$ cat src/rtl/knight_sprite_pkg.sv
// Shared types and constants for the knight sprite sequencer:
// animation state enum, sheet select codes and sprite geometry.
package knight_sprite_pkg;

    typedef enum logic [1:0] {
        IDLE      = 2'd0,
        WALK      = 2'd1,
        JUMP_RISE = 2'd2,
        FALL      = 2'd3
    } anim_state_t;

    localparam logic [1:0] SHEET_IDLE = 2'd0;
    localparam logic [1:0] SHEET_WALK = 2'd1;
    localparam logic [1:0] SHEET_JUMP = 2'd2;
    localparam logic [1:0] SHEET_FALL = 2'd3;

    localparam int SPR_W = 50;
    localparam int SPR_H = 64;

    // Map an animation state onto the ROM sheet that holds its frames.
    function automatic logic [1:0] sheet_of(input anim_state_t st);
        logic [1:0] sh;
        case (st)
            IDLE:      sh = SHEET_IDLE;
            WALK:      sh = SHEET_WALK;
            JUMP_RISE: sh = SHEET_JUMP;
            FALL:      sh = SHEET_FALL;
            default:   sh = SHEET_IDLE;
        endcase
        return sh;
    endfunction

endpackage

$ cat src/rtl/knight_anim_fsm.sv
// Knight animation controller: idle/walk/jump/fall state, facing direction,
// and the walk-cycle frame divider. All state advances only on frame_start,
// so the pixel path always sees stable frame_idx/facing during active video.
module knight_anim_fsm
    import knight_sprite_pkg::*;
#(
    parameter int WALK_FR   = 4,
    parameter int FRAME_DIV = 6,
    localparam int FI_W     = (WALK_FR > 1) ? $clog2(WALK_FR) : 1
) (
    input  logic            clk,
    input  logic            rst,
    input  logic            frame_start,
    input  logic            move_left,
    input  logic            move_right,
    input  logic            jump_req,
    input  logic            on_ground,
    output logic [FI_W-1:0] frame_idx,
    output logic [1:0]      sheet_sel,
    output logic            facing_left
);

    localparam int DC_W = (FRAME_DIV > 1) ? $clog2(FRAME_DIV) : 1;
    localparam logic [DC_W-1:0] DIV_LAST = DC_W'(FRAME_DIV - 1);
    localparam logic [FI_W-1:0] FI_LAST  = FI_W'(WALK_FR - 1);

    anim_state_t     state_q, state_d;
    logic            facing_q, facing_d;
    logic [DC_W-1:0] div_cnt_q, div_cnt_d;
    logic [FI_W-1:0] frame_idx_q, frame_idx_d;
    logic            horiz_s;

    // Next-state, facing and walk-frame logic, evaluated only on frame_start.
    always_comb begin
        state_d     = state_q;
        facing_d    = facing_q;
        div_cnt_d   = div_cnt_q;
        frame_idx_d = frame_idx_q;
        horiz_s     = move_left ^ move_right;
        if (frame_start) begin
            case (state_q)
                IDLE: begin
                    if (jump_req && on_ground) state_d = JUMP_RISE;
                    else if (horiz_s)          state_d = WALK;
                    else                       state_d = IDLE;
                end
                WALK: begin
                    if (jump_req && on_ground) state_d = JUMP_RISE;
                    else if (!on_ground)       state_d = FALL;
                    else if (!horiz_s)         state_d = IDLE;
                    else                       state_d = WALK;
                end
                // Rise duration belongs to the physics block; we only show one rise frame.
                JUMP_RISE: state_d = FALL;
                FALL: begin
                    if (on_ground) state_d = IDLE;
                    else           state_d = FALL;
                end
                default: state_d = IDLE;
            endcase

            if (move_left && !move_right)      facing_d = 1'b1;
            else if (move_right && !move_left) facing_d = 1'b0;
            else                               facing_d = facing_q;

            // Walk cycle only advances while staying in WALK; entering or leaving clears it.
            if ((state_q == WALK) && (state_d == WALK)) begin
                if (div_cnt_q == DIV_LAST) begin
                    div_cnt_d   = '0;
                    frame_idx_d = (frame_idx_q == FI_LAST) ? '0 : frame_idx_q + FI_W'(1);
                end else begin
                    div_cnt_d   = div_cnt_q + DC_W'(1);
                    frame_idx_d = frame_idx_q;
                end
            end else begin
                div_cnt_d   = '0;
                frame_idx_d = '0;
            end
        end else begin
            state_d = state_q;
        end
    end

    // Animation state registers.
    always_ff @(posedge clk or posedge rst) begin
        if (rst) begin
            state_q     <= IDLE;
            facing_q    <= 1'b0;
            div_cnt_q   <= '0;
            frame_idx_q <= '0;
        end else begin
            state_q     <= state_d;
            facing_q    <= facing_d;
            div_cnt_q   <= div_cnt_d;
            frame_idx_q <= frame_idx_d;
        end
    end

    assign frame_idx   = frame_idx_q;
    assign sheet_sel   = sheet_of(state_q);
    assign facing_left = facing_q;

endmodule

$ cat src/rtl/knight_sprite_sequencer.sv
// Knight sprite sequencer top: per-pixel ROM address and hit pipeline,
// driven by the animation controller in knight_anim_fsm.
// Optional build macro KNIGHT_MIRROR_EN: flips the sprite horizontally when
// facing left. Without it the column is used unflipped.
module knight_sprite_sequencer #(
    parameter int SPR_W     = knight_sprite_pkg::SPR_W,
    parameter int SPR_H     = knight_sprite_pkg::SPR_H,
    parameter int WALK_FR   = 4,
    parameter int FRAME_DIV = 6,
    parameter int ADDR_W    = 14
) (
    input  logic              vga_clk,
    input  logic              reset,
    input  logic              frame_start,
    input  logic [9:0]        DrawX,
    input  logic [9:0]        DrawY,
    input  logic [9:0]        knight_x,
    input  logic [9:0]        knight_y,
    input  logic              move_left,
    input  logic              move_right,
    input  logic              jump_req,
    input  logic              on_ground,
    output logic [ADDR_W-1:0] rom_address,
    output logic [1:0]        sheet_sel,
    output logic              sprite_hit,
    output logic              facing_left
);

    localparam int FI_W = (WALK_FR > 1) ? $clog2(WALK_FR) : 1;

    logic [FI_W-1:0]   frame_idx_s;
    logic              facing_left_s;
    logic signed [10:0] dx_s, dy_s;
    logic [9:0]        col_s;
    logic              in_box_d;
    logic [ADDR_W-1:0] rom_address_d, rom_address_q;
    logic              sprite_hit_q;

    knight_anim_fsm #(
        .WALK_FR   (WALK_FR),
        .FRAME_DIV (FRAME_DIV)
    ) u_anim (
        .clk         (vga_clk),
        .rst         (reset),
        .frame_start (frame_start),
        .move_left   (move_left),
        .move_right  (move_right),
        .jump_req    (jump_req),
        .on_ground   (on_ground),
        .frame_idx   (frame_idx_s),
        .sheet_sel   (sheet_sel),
        .facing_left (facing_left_s)
    );

    // Box-relative coordinates, box test and ROM address for the current pixel.
    always_comb begin
        dx_s     = $signed({1'b0, DrawX}) - $signed({1'b0, knight_x});
        dy_s     = $signed({1'b0, DrawY}) - $signed({1'b0, knight_y});
        in_box_d = !dx_s[10] && (dx_s[9:0] < 10'(SPR_W)) &&
                   !dy_s[10] && (dy_s[9:0] < 10'(SPR_H));
`ifdef KNIGHT_MIRROR_EN
        if (facing_left_s) col_s = 10'(SPR_W - 1) - dx_s[9:0];
        else               col_s = dx_s[9:0];
`else
        col_s = dx_s[9:0];
`endif
        if (in_box_d) begin
            rom_address_d = ADDR_W'(frame_idx_s) * ADDR_W'(SPR_W * SPR_H)
                          + ADDR_W'(dy_s[9:0]) * ADDR_W'(SPR_W)
                          + ADDR_W'(col_s);
        end else begin
            rom_address_d = '0;
        end
    end

    // Output registers; the ROM samples rom_address on the following negedge,
    // so sprite_hit lines up with rom_q one pixel clock after DrawX.
    always_ff @(posedge vga_clk or posedge reset) begin
        if (reset) begin
            rom_address_q <= '0;
            sprite_hit_q  <= 1'b0;
        end else begin
            rom_address_q <= rom_address_d;
            sprite_hit_q  <= in_box_d;
        end
    end

    assign rom_address = rom_address_q;
    assign sprite_hit  = sprite_hit_q;
    assign facing_left = facing_left_s;

endmodule

$ cat config.mk
export PLATFORM = sky130hd
export DESIGN_NAME = knight_sprite_sequencer
export DESIGN_NICKNAME = d
export VERILOG_FILES = /design/src/rtl/knight_sprite_pkg.sv /design/src/rtl/knight_anim_fsm.sv /design/src/rtl/knight_sprite_sequencer.sv
export SDC_FILE = /design/constraint.sdc
export NUM_CORES = 1
export LEC_CHECK = 0
export CORE_MARGIN = 2
export CORE_UTILIZATION = 48
export CTS_CLUSTER_SIZE = 24
export DETAILED_ROUTE_END_ITERATION = 12
export PLACE_DENSITY = 0.77
export SYNTH_ARGS = -nofsm -noshare
export SYNTH_HDL_FRONTEND = slang
export SYNTH_SLANG_ARGS = --single-unit
$ cat constraint.sdc
create_clock -name vga_clk -period 2.6 [get_ports vga_clk]
set_clock_uncertainty 0.05 [all_clocks]
set_input_delay 0.26 -clock vga_clk [delete_from_list [all_inputs] [get_ports vga_clk]]
set_output_delay 0.26 -clock vga_clk [all_outputs]
set_load 0.02 [all_outputs]
## Yosys cells after proc, flatten, opt, wreduce, memory -nomap -nowiden

Index checks and enable logic that the tools add are counted.

| storage, ports and cells | value |
|---|---|
| bits in latches | 0 |
| output and inout bits | 18 |
| RAM bits | 0 |
| bits in registers | 23 |
| bits in read-only memories | 0 |
| memories kept | 0 |
| word-level logic and storage cells | 55 |
| input bits | 47 |

| operators by class | value |
|---|---|
| order comparisons | 2 |
| bitwise operators | 1 |
| mux-type cells | 16 |
| equal/unequal tests | 7 |
| div/mod/pow operators | 0 |
| reduce and logical (&&, ||, !) cells | 15 |
| $add $sub $neg | 6 |
| multipliers | 2 |
| shift-type cells | 0 |

Operators by type and width:

| kind | number |
|---|---|
| $sub 10x10->11 | 2 |
| $mux 2 | 8 |
| $pmux 2 s4 | 2 |
| $add 14x10->14 | 1 |
| $add 14x14->14 | 1 |
| $mux 14 | 1 |
| $mul 10x5->13 const B | 1 |
| $lt 10x6->1 const B | 1 |
| $lt 10x7->1 const B | 1 |
| $logic_and 1x1->1 | 7 |
| $mul 2x5->7 const B | 1 |
| $eq 2x2->1 const B | 3 |
| $mux 3 | 2 |
| $eq 2x1->1 const B | 2 |
| $logic_not 1->1 | 4 |
| $reduce_and 2->1 | 2 |
| $add 3x1->3 const B | 1 |
| $eq 3x3->1 const B | 1 |
| $mux 1 | 3 |
| $add 2x1->2 const B | 1 |
| $logic_not 2->1 | 1 |
| $ne 2x2->1 const B | 1 |
| $reduce_bool 2->1 | 1 |
| $xor 1x1->1 | 1 |

## Logic depth before layout (Yosys ltp)

Gate-level depths: netlist of run 1.

| depth | value |
|---|---|
| depth in word-level cells | 10 |
| mapped depth | 27 |
| gate-level depth less buffers | 27 |

## Cells and area by module

From an unflattened synthesis of run 1, not the netlist that was laid out.

| unflattened totals | value |
|---|---|
| cells, all modules | 399 |
| area, all modules | 3510.9 µm² |

Modules (own cells, without submodules):

| module | times used | cells an instance | area each (µm²) | sequential area each (µm²) |
|---|---|---|---|---|
| knight_sprite_sequencer | 1 | 354 | 3064.2 | 375.4 |
| knight_anim_fsm | 1 | 45 | 446.7 | 200.2 |

## Worst setup path before layout of run 1

No wires, ideal clock.

| timing path | value |
|---|---|
| path kind | in2reg |
| start point | input port DrawY[0] |
| end point | register rom_address_q[13] (netlist: rom_address[13]) |
| arrival time | 4914 ps |
| cell stages on the path | 26 |
| path buffers | 0 |
| slack | -2483 ps |
| data required time | 2431 ps |
| setup time | 119 ps |
| cells stage by stage | inv_1 > ha_1 > inv_1 > fa_1 > a21oi_1 > o21ai_0 > o21a_1 > nor2_1 > xor2_1 > inv_1 > ha_1 > ha_1 > inv_1 > fa_1 > inv_1 > ha_1 > o21a_1 > o31ai_1 > nand2b_1 > xor2_1 > ha_1 > ha_1 > or3_1 > o21a_1 > xnor2_1 > nor2_1 |

| between the ends | value |
|---|---|
| longest elaborated chain between the ends | 5 |
| elaborated cells on any way between the ends | 9 |
| classes of those cells | add/sub (3); mul (1); order compare (1); mux (1); reduce/logical (3) |

Ends and longest elaborated chain:

| what | line | RTL |
|---|---|---|
| start, declared | knight_sprite_sequencer.sv:16 | `input logic [9:0] DrawY,` |
| $sub 10x10->11 * | knight_sprite_sequencer.sv:58 | `dy_s = $signed({1'b0, DrawY}) - $signed({1'b0, knight_y});` |
| $mul 10x5->13 or $logic_not 1->1 (tied branches) | knight_sprite_sequencer.sv:69, knight_sprite_sequencer.sv:60 |  |
| $add 14x14->14 or $logic_and 1x1->1 (tied branches) | knight_sprite_sequencer.sv:69, knight_sprite_sequencer.sv:59 |  |
| $add 14x10->14 or $logic_and 1x1->1 (tied branches) | knight_sprite_sequencer.sv:70, knight_sprite_sequencer.sv:60 |  |
| $mux 14 * | knight_sprite_sequencer.sv:67 | `if (in_box_d) begin` |
| net rom_address_d[13] | knight_sprite_sequencer.sv:36 | `logic [ADDR_W-1:0] rom_address_d, rom_address_q;` |
| end signal, assigned | knight_sprite_sequencer.sv:83 | `rom_address_q <= rom_address_d;` |
| end, declared | knight_sprite_sequencer.sv:36 |  |

Mark *: on every way through the listed nets, which the timed path passes. The rest lies on a longest branch.
A chain may end at the register's enable or synchronous reset.

## Worst setup path in the final report of run 1

Ends and elaborated chain as after synthesis.

==> metrics.md, run 1 <==
| Metric | Value |
|---|---|
| Max Cap Viol | `0` |
| # diodes | `0` |
| Largest net degree at the start of global routing | `24` |
| Register Area | `576 sq um` |
| CTS tree | `done` |
| # DRC | `0` |
| Slowest cell on crit path | `fa_1` |
| Synth cell count leaders | `ha_1, inv_1, dfrtp_1, nand2_1, o21ai_0` |
| Detailed Route Iter0 Violations | `146` |
| Starting Density | `49.1%` |
| Req. time, crit path | `2.72 ns` |
| Area contributors post-synth | `ha_1, dfrtp_1, inv_1` |
| Run status | `finished, violations left` |
| ANT nets after route | `0` |
| Fin nets | `663` |
| Headroom to the max-slew limit | `40.1%` |
| Port bufs | `64` |
| Most used DFF post-synth | `dfrtp_1` |
| Synth-to-layout area growth | `67.8%` |
| Later-pin clock latency in the skew report | `0.27 ns` |
| Worst Setup End Kind | `register` |
| Clock Root Buffer | `clkbuf_8` |
| Total congestion overflow | `0` |
| Gp weighted congestion | `0.859` |
| Final Slew Violations | `0` |
| HPWL after DPL | `6430 um` |
| Layout cells sized above 1 | `37.2%` |
| Clock buffer depth | `2` |
| Vias after detailed routing | `3,481` |
| Minimum clock period | `5.04 ns` |
| Number of global-route vias before repair | `3,585` |
| Gr usage total | `27.2%` |
| Initial antenna violation count | `0` |
| Crit-path max cell delay | `0.55 ns` |
| Number of fill cells | `366` |
| Chip width | `86.9 um` |
| Crit path buf inv count | `8` |
| CTS buffer count | `3` |
| Family with the most delay on the worst path | `adder cells` |
| CP arrival | `5.16 ns` |
| Yosys top cell area share | `28.4%` |
| Cell taking the most area after synthesis | `ha_1` |
| Io pins | `65` |
| Final hold violation count | `0` |
| Unique masters post-synth | `47` |
| Worst slack, placed | `-2.96 ns` |
| Drt first pass iters | `5` |
| Cell total after placement | `592` |
| Hold/Removal Path Class | `in2async` |
| Final non-filler cell total | `610` |
| Number of synthesized register bits | `23` |
| Design area | `5540 sq um` |
| EDFF count, synth | `0` |
| Clk slew on worst S/H paths | `0.09 ns` |
| Sink Count | `23` |
| DR WL/cell | `18.8 um` |
| Die Ht | `86.9 um` |
| Sequential area share after synthesis | `17.4%` |
| CP Launch Type | `input pin` |
| Area of the multi-input gates | `3190 sq um` |
| Synth Cell Area | `3300 sq um` |
| First-pass GRT wire length | `16,200 um` |
| Period utilization | `194%` |
| Cells after Synth | `382` |
| CP Class | `in2reg` |
| Failing checks | `setup timing` |
| H-Tree Depth | `1` |
| Syn_nets | `514` |
| RSZ-0062 raised after global routing | `true` |
| Routed vias/inst | `5.71` |
| Ys async rst share | `100%` |
| Ys Warns | `0` |
| CP max FO | `3` |
| Final worst setup slack | `-2.44 ns` |
| Setup violators final | `15` |
| Number of cell rows | `30` |
| Most numerous cell in the Yosys netlist | `ha_1` |
| Die area | `7550 sq um` |
| Slew @ Worst Pin | `0.897 ns` |
| Syn avg cell area | `8.64 sq um` |
| Highest clock rate | `198 MHz` |
| Placed cell areas | `4770 sq um` |
| DRT Wirelength | `11,400 um` |
| Core Box Area | `6720 sq um` |
| Cell mode on critical path | `ha_1` |
cell families (layout without fill, tap and decap cells):
group	count (synthesis)	count (layout)	share of synthesized area [%]
xor+xnor	32	32	8.49
compound gates	78	78	15.5
mux	7	7	2.20
flops	23	23	17.4
fa+ha+maj	85	85	34.5
simple gates	84	84	13.2
buf+inv	73	221	8.57
worst reg2reg max path: cells and delay by family (launching register included):
| kind | cells | cell delay (ns) |
|---|---|---|
| adder cells (fa/ha/maj) | 2 | 0.84 |
| flip-flops | 1 | 0.45 |
| buffers and inverters | 2 | 0.18 |
| AO/OA/AOI/OAI | 4 | 0.59 |
| multiplexers | 1 | 0.27 |
routing by layer:
metal / track usage (%) / share of wire, %
met5: 0 / 0
met4: 9.09 / 4.9
met3: 3.70 / 4.6
met2: 53.4 / 50
met1: 29.4 / 40
area by class of cell:
cell class | count | area share [%]
clock buffer | 3 | 0.746
clock inverter | 1 | 0.0904
timing repair buffer | 151 | 24.6
sequential | 23 | 10.4
multi-input combinational | 286 | 57.6
tap | 80 | 1.81
inverter | 66 | 4.75
sequential cells by signal, indices dropped and copies added (netlist names):
| signal | count |
|---|---|
| u_anim.facing_left | 1 |
| u_anim.div_cnt_q | 3 |
| u_anim.state_q | 2 |
| sprite_hit | 1 |
| rom_address | 14 |
| u_anim.frame_idx | 2 |
final timing paths:
kind,startpoint,to,slack (ns),cells after the start
worst min-delay path,reset,rom_address[8],0.43,2
worst max-delay path,DrawY[0],rom_address[13],-2.44,28
worst min register to register,u_anim.div_cnt_q[2],u_anim.div_cnt_q[2],0.45,1
max in group asynchronous,reset,rom_address[12],1.52,2
worst max register to register,u_anim.frame_idx[0],rom_address[12],0.10,9
min in group vga_clk,u_anim.div_cnt_q[2],u_anim.div_cnt_q[2],0.45,1
timing repair:
item / in CTS / in global routing
gates cloned: 1 / 0
setup endpoints to repair: 15 / 15
buffers inserted: 12 / 6
resized for setup: 96 / 29
pin swaps: 51 / 21
hold buffers: 0 / 0
cells in the final DEF, fill, tap and decap left out, drive strengths merged, types with 9 or more instances in the layout:
cell / Yosys / layout
o21a: 9 / 9
inv: 66 / 66
nand2: 18 / 18
buf: 2 / 89
o21ai: 19 / 19
nor2: 25 / 25
dfrtp: 23 / 23
xnor2: 17 / 17
a21oi: 15 / 15
xor2: 15 / 15
clkdlybuf4s50: 0 / 57
fa: 10 / 10
ha: 75 / 75
through the flow:
step / util, % / setup TNS [ns] / hold slack (ns)
6_report: 82.4 / -24.91 / 0.427
4_1_cts: 80.0 / -21.44 / 0.456
2_1_floorplan: - / -15.12 / 0.212
3_5_place_dp: 70.9 / -31.64 / 0.447
3_3_place_gp: 70.9 / -29.99 / 0.412
5_1_grt: 82.4 / -26.32 / 0.475
Power of run 1 is left out: the tool's default activity adds up to more than one toggle a clock period on the data nets, which glitch-free logic cannot reach.
==> run 2: changes to the inputs <==
Settings changed: SLEW_MARGIN from default to 20.
==> results of run 2 <==
The final DEF is identical to that of run 1; final timing and power are the same.
Power of run 2 is left out for the same reason.
==> run 3: changes to the inputs <==
Settings changed: CORE_UTILIZATION 48 to 49, PLACE_DENSITY 0.77 to 0.78, SYNTH_HIERARCHICAL from default to 1.
==> run 3 against run 2 <==
  * Global-route usage grew 7.9 points
  * The run still ends with setup timing left
  * Register-to-register slack lost 0.16 ns
  * Worst setup slack lost 0.0049 ns
  * Critical endpoint unchanged
==> metrics.md, run 3 <==
| Metric | Value |
|---|---|
| Later-pin clock latency in the skew report | `0.28 ns` |
| Largest net degree at the start of global routing | `16` |
| Sequential area share after synthesis | `16.4%` |
| Syn avg cell area | `8.80 sq um` |
| Area contributors post-synth | `ha_1, dfrtp_1, inv_1` |
| Die Ht | `88.6 um` |
| Unique masters post-synth | `63` |
| Port bufs | `64` |
| ANT nets after route | `0` |
| Run status | `finished, violations left` |
| CP max FO | `4` |
| Cell total after placement | `644` |
| Yosys top cell area share | `27.1%` |
| Final non-filler cell total | `677` |
| Detailed Route Iter0 Violations | `279` |
| Setup violators final | `15` |
| R2R Path Start | `u_anim/frame_idx[0]` |
| Util after Layout | `90.0%` |
| Cell taking the most area after synthesis | `ha_1` |
| CTS buffer count | `3` |
| Worst Setup End Kind | `register` |
| Most common cell after layout, fill and taps aside | `buf_4` |
| Period utilization | `194%` |
| Minimum clock period | `5.05 ns` |
| CTS tree | `done` |
| Vias after detailed routing | `4,037` |
| Core Box Area | `6870 sq um` |
| Synth Cell Area | `3510 sq um` |
| Cells after Synth | `399` |
| Headroom to the max-slew limit | `58.6%` |
| Chip width | `88.6 um` |
| CP arrival | `5.16 ns` |
| Hold/Removal Path Class | `in2async` |
| # DRC | `0` |
| Die area | `7860 sq um` |
| Max Cap Viol | `0` |
| Synth cell count leaders | `ha_1, inv_1, nor2_1, dfrtp_1, nand2_1` |
| Starting Density | `51.1%` |
| RSZ-0062 raised after global routing | `true` |
| Ys Warns | `6` |
| Io pins | `65` |
| Syn_nets | `532` |
| Ys async rst share | `100%` |
| Clk slew on worst S/H paths | `0.10 ns` |
| Layout cells sized above 1 | `45.7%` |
| DR WL/cell | `22.8 um` |
| Slew @ Worst Pin | `0.621 ns` |
| Reg2Reg Setup Slack | `-0.06 ns` |
| EDFF count, synth | `0` |
| Highest clock rate | `198 MHz` |
| CP Launch Type | `input pin` |
| R2R cell count | `10` |
| Synth-to-layout area growth | `76.1%` |
| Sink Count | `23` |
| Hold slack | `0.199 ns` |
| First-pass GRT wire length | `21,100 um` |
| Routed vias/inst | `5.96` |
| Clock Root Buffer | `clkbuf_8` |
| Max FFs per register | `14` |
| Commonest non-fill, non-tap cells in the layout | `buf_4, clkdlybuf4s50_1, inv_1` |
| Most used DFF post-synth | `dfrtp_1` |
| Final worst setup slack | `-2.45 ns` |
| Final Slew Violations | `0` |
| CP Class | `in2reg` |
| Initial antenna violation count | `0` |
| Gp weighted congestion | `0.867` |
| Fin nets | `714` |
| H-Tree Depth | `1` |
| Req. time, crit path | `2.71 ns` |
| Number of synthesized register bits | `23` |
| Number of cell rows | `30` |
| Number of global-route vias before repair | `4,304` |
| Final hold violation count | `0` |
| Clock buffer depth | `2` |
| Gr usage total | `35.1%` |
| Total congestion overflow | `0` |
| Failing checks | `setup timing` |
| R2r endpoint | `rom_address[12]` |
| Drt first pass iters | `5` |
| HPWL after DPL | `7420 um` |
| DRT Wirelength | `15,400 um` |
| Most numerous cell in the Yosys netlist | `ha_1` |
==> run 3: area by class of cell <==
cell class / count / area (sq um)
Antenna cell: 1 / 2.50
Timing Repair Buffer: 185 / 1620
Fill cell: 292 / 688
Inverter: 65 / 262
Tap cell: 96 / 120
Sequential cell: 23 / 576
Clock buffer: 3 / 41.3
Clock inverter: 1 / 7.51
Multi-Input combinational cell: 303 / 3550
==> run 3: kinds of logic after synthesis <==
group	share of synthesized area [%]
fa+ha+maj	32.8
mux	0.927
xor+xnor	6.74
buf+inv	8.37
compound gates	18.4
simple gates	16.4
flops	16.4
==> run 3: critical path, cell delays in order <==
cell     delay [ns]
buf_8          0.11
inv_12         0.04
ha_4           0.13
inv_2          0.03
fa_2           0.34
nand2_2        0.10
a21oi_2        0.07
o21a_1         0.20
nor2_2         0.11
xor2_1         0.27
inv_2          0.12
ha_4           0.26
ha_4           0.27
inv_2          0.04
fa_1           0.55
inv_2          0.06
ha_4           0.24
o31a_1         0.31
o41ai_2        0.07
xnor2_1        0.19
ha_2           0.22
xor2_1         0.19
xnor2_1        0.17
xnor2_1        0.14
and3_4         0.21
o22ai_1        0.20
nor4b_4        0.26
==> run 3: metal layers <==
metal | GRT usage (%) | routed length (um) | vias up
met2 | 63.8 | 7730 | 275
met5 | 0 | 0 | -
met1 | 38.4 | 5680 | 1916
li1 | - | - | 1756
met4 | 18.0 | 855 | 0
met3 | 6.81 | 1150 | 90
==> run 3: worst max path at each step <==
stage          startpoint  cells after the start  slack, ns              end
3_3_place_gp     DrawY[0]                     26      -2.84  rom_address[13]
6_report         DrawY[0]                     27      -2.45  rom_address[13]
5_1_grt          DrawY[0]                     27      -2.57  rom_address[13]
2_1_floorplan    DrawY[0]                     26      -2.09  rom_address[12]
3_5_place_dp     DrawY[0]                     27      -2.95  rom_address[12]
4_1_cts          DrawY[0]                     27      -2.14  rom_address[13]
==> run 3: metrics by stage <==
stage | setup WS, ns | setup TNS, ns | area, sq um
final | -2.45 | -21.47 | 6180
after global routing | -2.57 | -22.49 | 6180
after CTS | -2.14 | -19.80 | 5970
after detailed placement | -2.95 | -31.09 | 5160
after global placement | -2.84 | -29.81 | 5160
after floorplan | -2.09 | -15.24 | 3740
==> run 3: what timing repair did <==
item,4_1_cts,5_1_grt
buffers inserted,36,7
hold endpoints to repair,0,0
hold buffers,0,0
setup endpoints to repair,15,15
pin swaps,90,30
resized for setup,120,52
Power of run 3 is left out for the same reason.
